$ cat src/rtl/hack_mem_bus_if.sv
// CPU-side data bus of the Hack memory stage.
// The CPU core drives the master modport and the memory stage implements the slave modport.
interface hack_mem_bus_if;
   logic [15:0] cpu_address;   // A register
   logic        cpu_load;      // single-cycle write strobe
   logic [15:0] cpu_wdata;
   logic [15:0] cpu_rdata;
   logic        cpu_busy;      // screen region owned or claimed by video

   modport master (
      output cpu_address,
      output cpu_load,
      output cpu_wdata,
      input  cpu_rdata,
      input  cpu_busy
   );

   modport slave (
      input  cpu_address,
      input  cpu_load,
      input  cpu_wdata,
      output cpu_rdata,
      output cpu_busy
   );
endinterface

$ cat src/rtl/hack_mem_bus.sv
// Hack memory bus stage.
// It decodes the CPU data address into the RAM, screen, keyboard and unmapped regions.
// It shares the screen RAM port between the CPU and the video scan-out reader.
// It returns CPU read data one cycle after a stable address.
//
// Optional build macro HACK_MEM_BUS_ERR_EN:
//   - Defined: bus_err is a sticky flag. It sets after any CPU write to the keyboard or to an
//     unmapped address.
//   - Undefined: bus_err is tied low and no error logic exists.
module hack_mem_bus #(
   parameter int          CPU_WINDOW = 4,        // guaranteed CPU screen cycles after each video word (1..15)
   parameter logic [15:0] KBD_ADDR   = 16'h6000
) (
   input  logic              clk,
   input  logic              reset,
   hack_mem_bus_if.slave     cpu,
   output logic [13:0]       ram_addr,
   output logic              ram_we,
   output logic [15:0]       ram_wdata,
   input  logic [15:0]       ram_rdata,
   output logic [12:0]       scr_addr,
   output logic              scr_we,
   output logic [15:0]       scr_wdata,
   input  logic [15:0]       scr_rdata,
   input  logic              vid_req,
   input  logic [12:0]       vid_addr,
   output logic              vid_ack,
   output logic [15:0]       vid_data,
   input  logic [15:0]       kbd_code,
   output logic              bus_err
);

   typedef enum logic [1:0] {
      SEL_RAM  = 2'd0,
      SEL_SCR  = 2'd1,
      SEL_KBD  = 2'd2,
      SEL_NONE = 2'd3
   } sel_t;

   typedef enum logic [1:0] {
      ST_IDLE    = 2'd0,
      ST_VID_RD  = 2'd1,
      ST_VID_ACK = 2'd2,
      ST_CPU_WIN = 2'd3
   } state_t;

   localparam logic [3:0] WIN_LOAD = 4'(CPU_WINDOW - 1);

   state_t      state;
   sel_t        region;
   sel_t        rd_sel;
   logic [3:0]  win_cnt;
   logic        vid_ack_reg;
   logic [15:0] vid_data_reg;
   logic [15:0] kbd_meta;
   logic [15:0] kbd_sync;

   // Region decode. RAM has first priority, then the screen, then the single keyboard word.
   always_comb begin
      region = SEL_NONE;
      if (!cpu.cpu_address[14])
         region = SEL_RAM;
      else if (cpu.cpu_address[14:13] == 2'b10)
         region = SEL_SCR;
      else if (cpu.cpu_address == KBD_ADDR)
         region = SEL_KBD;
   end

   // The RAM path goes straight through from the CPU. Video never touches RAM, so it never stalls.
   assign ram_addr  = cpu.cpu_address[13:0];
   assign ram_wdata = cpu.cpu_wdata;
   assign ram_we    = cpu.cpu_load && (region == SEL_RAM);

   // cpu_busy is asserted in any region.
   // In IDLE a pending video request already claims the screen, so the video wins a same-cycle tie.
   always_comb begin
      cpu.cpu_busy = 1'b0;
      case (state)
         ST_IDLE:    cpu.cpu_busy = vid_req;
         ST_VID_RD:  cpu.cpu_busy = 1'b1;
         ST_VID_ACK: cpu.cpu_busy = 1'b1;
         default:    cpu.cpu_busy = 1'b0;
      endcase
   end

   // Screen port. Video drives the address only during its read cycle.
   // CPU writes made while busy are dropped.
   assign scr_wdata = cpu.cpu_wdata;
   assign scr_addr  = (state == ST_VID_RD) ? vid_addr : cpu.cpu_address[12:0];
   assign scr_we    = cpu.cpu_load && (region == SEL_SCR) && !cpu.cpu_busy;

   // The region is registered so that it lines up with the one-cycle latency of the block RAMs.
   always_ff @(posedge clk) begin
      if (reset)
         rd_sel <= SEL_NONE;
      else
         rd_sel <= region;
   end

   // The CPU read data mux selects with the registered region. Unmapped reads return zero.
   always_comb begin
      cpu.cpu_rdata = 16'h0000;
      case (rd_sel)
         SEL_RAM: cpu.cpu_rdata = ram_rdata;
         SEL_SCR: cpu.cpu_rdata = scr_rdata;
         SEL_KBD: cpu.cpu_rdata = kbd_sync;
         default: cpu.cpu_rdata = 16'h0000;
      endcase
   end

   // Two-flop synchroniser for the asynchronous keyboard scan code.
   always_ff @(posedge clk) begin
      if (reset) begin
         kbd_meta <= 16'h0000;
         kbd_sync <= 16'h0000;
      end else begin
         kbd_meta <= kbd_code;
         kbd_sync <= kbd_meta;
      end
   end

   // Screen arbiter: video read, acknowledge, then a fixed CPU window before video may claim again.
   always_ff @(posedge clk) begin
      if (reset) begin
         state        <= ST_IDLE;
         vid_ack_reg  <= 1'b0;
         vid_data_reg <= 16'h0000;
         win_cnt      <= 4'd0;
      end else begin
         vid_ack_reg <= 1'b0;
         case (state)
            ST_IDLE: begin
               if (vid_req)
                  state <= ST_VID_RD;
            end
            ST_VID_RD: begin
               vid_ack_reg <= 1'b1;
               state       <= ST_VID_ACK;
            end
            ST_VID_ACK: begin
               vid_data_reg <= scr_rdata;
               win_cnt      <= WIN_LOAD;
               state        <= ST_CPU_WIN;
            end
            ST_CPU_WIN: begin
               if (win_cnt == 4'd0)
                  state <= ST_IDLE;
               else
                  win_cnt <= win_cnt - 4'd1;
            end
            default: state <= ST_IDLE;
         endcase
      end
   end

   assign vid_ack  = vid_ack_reg;
   // The video word arrives from the RAM in the ack cycle itself. It is held after that for late readers.
   assign vid_data = vid_ack_reg ? scr_rdata : vid_data_reg;

`ifdef HACK_MEM_BUS_ERR_EN
   logic bus_err_reg;

   // Sticky flag for CPU writes that have nowhere to go.
   always_ff @(posedge clk) begin
      if (reset)
         bus_err_reg <= 1'b0;
      else if (cpu.cpu_load && ((region == SEL_KBD) || (region == SEL_NONE)))
         bus_err_reg <= 1'b1;
   end

   assign bus_err = bus_err_reg;
`else
   assign bus_err = 1'b0;
`endif

endmodule

$ cat src/flat_wrapper.sv
// flat-port wrapper written by rule: the top's interface ports become plain ports
module hack_mem_bus_flat 
#(
   parameter int          CPU_WINDOW = 4,                                                                     
   parameter logic [15:0] KBD_ADDR   = 16'h6000
)
  (clk, reset, ram_addr, ram_we, ram_wdata, ram_rdata, scr_addr, scr_we, scr_wdata, scr_rdata, vid_req, vid_addr, vid_ack, vid_data, kbd_code, bus_err, cpu_cpu_address, cpu_cpu_load, cpu_cpu_wdata, cpu_cpu_rdata, cpu_cpu_busy);
  hack_mem_bus_if cpu_i ();
  input  logic clk;
  input  logic reset;
  output logic [13:0] ram_addr;
  output logic ram_we;
  output logic [15:0] ram_wdata;
  input  logic [15:0] ram_rdata;
  output logic [12:0] scr_addr;
  output logic scr_we;
  output logic [15:0] scr_wdata;
  input  logic [15:0] scr_rdata;
  input  logic vid_req;
  input  logic [12:0] vid_addr;
  output logic vid_ack;
  output logic [15:0] vid_data;
  input  logic [15:0] kbd_code;
  output logic bus_err;
  input wire logic [$bits(cpu_i.cpu_address)-1:0] cpu_cpu_address;
  input wire logic [$bits(cpu_i.cpu_load)-1:0] cpu_cpu_load;
  input wire logic [$bits(cpu_i.cpu_wdata)-1:0] cpu_cpu_wdata;
  output wire logic [$bits(cpu_i.cpu_rdata)-1:0] cpu_cpu_rdata;
  output wire logic [$bits(cpu_i.cpu_busy)-1:0] cpu_cpu_busy;
  assign cpu_i.cpu_address = cpu_cpu_address;
  assign cpu_i.cpu_load = cpu_cpu_load;
  assign cpu_i.cpu_wdata = cpu_cpu_wdata;
  assign cpu_cpu_rdata = cpu_i.cpu_rdata;
  assign cpu_cpu_busy = cpu_i.cpu_busy;
  hack_mem_bus #(.CPU_WINDOW(CPU_WINDOW), .KBD_ADDR(KBD_ADDR)) u_core (.clk(clk), .reset(reset), .cpu(cpu_i), .ram_addr(ram_addr), .ram_we(ram_we), .ram_wdata(ram_wdata), .ram_rdata(ram_rdata), .scr_addr(scr_addr), .scr_we(scr_we), .scr_wdata(scr_wdata), .scr_rdata(scr_rdata), .vid_req(vid_req), .vid_addr(vid_addr), .vid_ack(vid_ack), .vid_data(vid_data), .kbd_code(kbd_code), .bus_err(bus_err));
endmodule
$ cat config.mk
export PLATFORM = sky130hd
export DESIGN_NAME = hack_mem_bus_flat
export DESIGN_NICKNAME = d
export VERILOG_FILES = /design/src/rtl/hack_mem_bus_if.sv /design/src/rtl/hack_mem_bus.sv /design/src/flat_wrapper.sv
export SDC_FILE = /design/constraint.sdc
export NUM_CORES = 1
export LEC_CHECK = 0
export CORE_MARGIN = 1.5
export CORE_UTILIZATION = 37
export DETAILED_ROUTE_END_ITERATION = 12
export GPL_ROUTABILITY_DRIVEN = 0
export PLACE_DENSITY = 0.82
export SLEW_MARGIN = 40
export SYNTH_ARGS = -nofsm -noshare
export SYNTH_HDL_FRONTEND = slang
export SYNTH_SLANG_ARGS = --single-unit
export TNS_END_PERCENT = 1
$ cat constraint.sdc
create_clock -name clk -period 1.6 [get_ports clk]
set_input_delay 0.32 -clock clk [delete_from_list [all_inputs] [get_ports clk]]
set_output_delay 0.32 -clock clk [all_outputs]
set_load 0.02 [all_outputs]
==> flow_summary.toml, run 1 <==
[grt]
grt_pass1_vias = 2563
grt_use_total = 0.187
grt_max_degree = 30
grt_overflow_total = 0
grt_pass1_wl_mm = 12.7
grt_antenna_before_repair = 0

[power]
power_leakage_nw = 2.08
pwr_density_cell_nw_per_um2 = 1390
vdd_ir_drop_max_mv = 0.762
intPower_w = 0.00441
p_sw_frac = 0.335
switchingPower_w = 0.00222
comb_power_share = 0.495
clkPwrFrac = 0.244
sequentialPowerShare = 0.261

[synth]
synth_top_family_by_area = "multiplexers"
synth_warnings = 0
postSynthCellCount = 315
synth_mux_area_frac = 0.222
synth-simple-area-share = 0.163
synthAdderAreaFrac = 0.0292
synth-xor-area-share = 0
syn_area_um2 = 3000
synth_fp_nets = 419
seq_area_frac_synth = 0.380
synth-compound-area-share = 0.0567
synth_area_per_cell_um2 = 9.53
ys_ff_latch = 57
yosysUniqueCellTypes = 36

[timing]
tns_ns = -4.67
period_needed_ns = 1.83
fin_skew_ns = 0.00744
rsz0062_at_grt = "true"
maxSlewViolCount = 0
setup_slack_ns = -0.228
hold_viol_final = 0
post-route-period-util = 1.14
whs_ns = 0.303
fmax_ghz = 0.547
finalSetupViolCount = 46

[critical_path]
r2r_slack_ns = -0.02
start_kind = "register"
crit_start = "u_core.rd_sel[0]"
rr_endpoint = "u_core.win_cnt[0]"
r2r_cells = 5
worstPathArrival_ns = 1.51
required_ns = 1.28
critical_path_class = "register to output pin"
crit_fanout = 4
cp-end-kind = "output pin"
r2r_start = "u_core.win_cnt[0]"

[final_layout]
nets = 546
area_growth_pct = 58.6
num_antenna_cells = 0
drive_gt1_frac = 0.342

[route]
initialDrtViolationCount = 56
wl_per_cell_um = 15.0
postRouteAntennaNets = 0
viasPerCell = 4.63
drc = 0
route.vias.total = 2541
drt_pass1_iterations = 4
drt-total-wl_mm = 8.23

[cts]
path_clk_slew_ns = 0.07
cts-root-buf = "clkbuf_8"
htree_levels = 3
cts_tree = "done"
clkLatencyLatePin_ns = 0.33
cts.sinks = 57
cts_inserted_buffers = 9
cts_max_path_buffers = 2

[flow_run]
maxCapViolCount = 0

[run_status]
violations = "setup timing"
status = "complete, but fails checks"

[die]
fp.dieH_um = 93.1
core_um2 = 7810
ioPinCount = 193
die_w_um = 93.1
rows = 32
die_area_um2 = 8660
start_util = 0.384

[placement]
dp_hpwl_mm = 5.96
place_ws_ns = -0.580
port_buffers = 143

[hold_path]
holdCritPathClass = "primary input to register"
hold_depth = 2
holdPathEnd = "u_core.vid_data_reg[14]"
worstHoldStart = "reset"
[synthesized netlist by cell type, drive strengths merged]
cell type / count / area, um2
dfxtp: 57 / 1140
buf: 55 / 394
nor2b: 36 / 225
mux2i: 34 / 340
mux2: 29 / 327
nor2: 21 / 78.8
nand2: 17 / 63.8
o21ai: 16 / 80.1
clkbuf: 9 / 35.0
ha: 7 / 87.6
inv: 4 / 15.0
nand2b: 4 / 25.0
nor4: 4 / 25.0
a21oi: 3 / 15.0
nor3: 2 / 10.0
a2111o: 1 / 11.3
a21o: 1 / 7.51
a31oi: 1 / 6.26
a32oi: 1 / 8.76
a41oi: 1 / 8.76
and2b: 1 / 7.51
and3: 1 / 11.3
conb: 1 / 3.75
nand4: 1 / 6.26
nor3b: 1 / 7.51
nor4b: 1 / 8.76
o21a: 1 / 7.51
o22a: 1 / 8.76
o311ai: 1 / 8.76
o31ai: 1 / 7.51
or2b: 1 / 7.51
or3b: 1 / 11.3
[what timing repair did]
action | in CTS | in global routing
endpoints found under the setup margin | 64 | 61
buffers inserted | 3 | 2
hold buffers | 0 | 0
gates cloned | 1 | 0
pin swaps | 3 | 4
resized for setup | 268 | 55
[through the flow]
step	power [W]	cells	utilization	instance area [um2]
after floorplan	0.00346	315	-	3010
final	0.00663	549	0.610	4760
after global routing	0.00696	549	0.610	4760
after CTS	0.00652	549	0.602	4700
after detailed placement	0.00460	529	0.564	4400
after global placement	0.00454	529	0.564	4400
[worst max-delay path, cell delays in order (launching register included)]
cell and delay [ns]:
dfxtp_4 0.38, buf_4 0.16, mux2i_1 0.14, o21ai_0 0.27, buf_2 0.23
[cell usage in the layout, fill, tap and decap left out, types with 3 or more instances in the layout]
| cell type | n |
|---|---|
| clkdlybuf4s50_1 | 78 |
| buf_2 | 22 |
| o21ai_1 | 9 |
| dlygate4sd2_1 | 15 |
| buf_12 | 4 |
| mux2i_1 | 31 |
| o21ai_0 | 5 |
| nor2_1 | 20 |
| clkdlybuf4s15_1 | 4 |
| nand2_1 | 16 |
| clkbuf_8 | 9 |
| buf_6 | 20 |
| nand2b_1 | 4 |
| ha_1 | 3 |
| mux2_2 | 13 |
| dfxtp_1 | 53 |
| bufinv_16 | 3 |
| buf_4 | 37 |
| nor4_1 | 3 |
| nor2b_1 | 35 |
| mux2_4 | 16 |
[power groups by stage]
stage          clock, W  sequential (W)  combinational, W
2_1_floorplan         0         0.00171           0.00175
3_3_place_gp          0         0.00171           0.00283
3_5_place_dp          0         0.00172           0.00288
4_1_cts         0.00165         0.00171           0.00316
5_1_grt         0.00172         0.00175           0.00350
6_report        0.00161         0.00173           0.00328
[how the worst max path moves through the flow]
stage	endpoint	slack, ns	cells past startpoint
after floorplan	scr_we	-0.07	4
after global placement	cpu_cpu_rdata[1]	-0.57	4
final	cpu_cpu_rdata[1]	-0.23	4
after global routing	scr_we	-0.27	6
after CTS	scr_addr[8]	-0.30	6
after detailed placement	cpu_cpu_rdata[0]	-0.58	4
[cells by family after synthesis]
family / Yosys count
and+or+nand+nor: 91
buffers and inverters: 68
muxes: 63
DFF: 57
AOI/OAI and AO/OA: 28
adders and majority gates: 7
other: 1
[final cells by class]
class / count / area, um2
fillers: 669 / 3050
clock inverters: 7 / 119
clock buffers: 9 / 124
well taps: 102 / 128
repair buffers: 180 / 1650
inverters: 4 / 20.0
flip-flops and latches: 57 / 1150
multi-input cells: 190 / 1570
[routing by layer]
metal  up-vias  GRT usage  routed length (um)
met5         -          0                   0
met4         0     0.0631                 139
met3        21     0.0333                 321
met2        72      0.336                4380
met1      1184      0.223                3400
li1       1264          -                   -
Power figures use the tool's default switching activity.
==> run 2, diff against run 1 <==
==> constraint.sdc (replaced) <==
create_clock -name clk -period 2.1 [get_ports clk]
set_input_delay 0.42 -clock clk [delete_from_list [all_inputs] [get_ports clk]]
set_output_delay 0.42 -clock clk [all_outputs]
set_load 0.02 [all_outputs]
==> run 2 against run 1 <==
Compared with the run above: critical path depth down 1; the flow now finishes without violations; final cell count is 2.6% lower; clock-buffer cell count is the same; combinational power is 40% lower; sequential cell count did not move; clock skew shrank 0.00099 ns; sequential power decreased by 24%; wire length down 4.5%; worst hold slack improved by 0.14 ns; clock power down 29%; register-to-register slack gained 0.50 ns; sequential share of layout area is 1.5 points higher.
==> flow_summary.toml, run 2 (synthesis results as in run 1) <==
[run_status]
status = "finished clean"

[placement]
place_ws_ns = -0.173
dp_hpwl_mm = 6.12
place_inst = 519
port_buffers = 143
postPlaceCellArea_um2 = 4320

[final_layout]
final_cells = 535
layout_common_cells = "clkdlybuf4s50_1, dfxtp_1, nor2b_1"
layout_commonest_cell = "clkdlybuf4s50_1"
drive_gt1_frac = 0.203
nFillCells = 717
num_antenna_cells = 0
finalInstanceArea_um2 = 4460
area_growth_pct = 48.7
nets = 532

[die]
fp.dieH_um = 93.1
die_w_um = 93.1
die_area_um2 = 8660
rows = 32
ioPinCount = 193
start_util = 0.384
core_um2 = 7810

[route]
wl_per_cell_um = 14.7
viasPerCell = 4.65
postRouteAntennaNets = 0
drt_pass1_iterations = 4
initialDrtViolationCount = 42
route.vias.total = 2489
drt-total-wl_mm = 7.86
drc = 0

[grt]
grt_max_degree = 25
grt_use_total = 0.181
gr-usage-met2 = 0.332
grt_pass1_vias = 2433
grt_overflow_total = 0
grt-busiest-layer = "met2"
grt_pass1_wl_mm = 12.1
use_met1 = 0.203
met3_usage = 0.0317
grt_antenna_before_repair = 0

[critical_path]
required_ns = 1.68
worstPathArrival_ns = 1.63
crit_fanout = 2
start_kind = "primary input"
cp-end-kind = "output pin"
critical_path_class = "primary input to output pin"

[flow_run]
maxCapViolCount = 0

[timing]
fin_skew_ns = 0.00645
tns_ns = 0
finalSetupViolCount = 0
maxSlewViolCount = 0
post-route-period-util = 0.976
period_needed_ns = 2.05
rsz0062_at_grt = "true"
hold_viol_final = 0
fmax_ghz = 0.488
setup_slack_ns = 0.0495
whs_ns = 0.441

[cts]
cts_tree = "done"
cts_max_path_buffers = 2
cts_setup_buffers = 0
cts_inserted_buffers = 9
cts-root-buf = "clkbuf_8"
htree_levels = 3
path_clk_slew_ns = 0.06
cts.sinks = 57
clkLatencyLatePin_ns = 0.33

[power]
pwr_density_cell_nw_per_um2 = 994
vdd_ir_drop_max_mv = 0.398
power_leakage_nw = 1.95

[hold_path]
holdCritPathClass = "register to register"
==> run 2: timing repair <==
item,CTS,global route
hold buffers,0,0
resized for setup,71,17
setup endpoints to repair,48,21
==> run 2: routing by layer <==
| layer | share of wire | wire (um) |
|---|---|---|
| met4 | 0.011 | 90 |
| met1 | 0.42 | 3260 |
| met5 | 0 | 0 |
| met3 | 0.036 | 281 |
| met2 | 0.54 | 4230 |
==> run 2: final timing paths <==
| check | start | to | slack (ns) | depth (start not counted) |
|---|---|---|---|---|
| max | cpu_cpu_address[5] | ram_addr[5] | 0.05 | 3 |
| min reg2reg | u_core.kbd_meta[14] | u_core.kbd_sync[14] | 0.44 | 1 |
| min | u_core.kbd_meta[14] | u_core.kbd_sync[14] | 0.44 | 1 |
| max reg2reg | u_core.win_cnt[0] | u_core.state[0] | 0.48 | 5 |
==> run 2: power by group <==
| group | leakage [nW] | internal, W | switching, W |
|---|---|---|---|
| sequential | 0.469 | 0.00123 | 0.0000807 |
| clock | 0.114 | 0.000679 | 0.000469 |
| combinational | 1.37 | 0.000989 | 0.000993 |
==> run 2: cell type report <==
type | count | area (um2) | area share
repair buffers | 166 | 1520 | 0.340
well taps | 102 | 128 | 0.0286
flip-flops and latches | 57 | 1140 | 0.257
inverters | 4 | 15.0 | 0.00336
clock buffers | 9 | 124 | 0.0278
clock inverters | 7 | 104 | 0.0233
multi-input cells | 190 | 1430 | 0.320
==> run 2: critical path: stages <==
cell and delay, ns:
clkdlybuf4s50_1 0.49, buf_4 0.12, clkdlybuf4s50_1 0.60
==> run 2: per-stage QoR <==
stage / total power, W / util
finish: 0.00444 / 0.572
CTS: 0.00453 / 0.579
global placement: 0.00342 / 0.554
floorplan: 0.00263 / -
global route: 0.00468 / 0.572
detailed placement: 0.00348 / 0.554
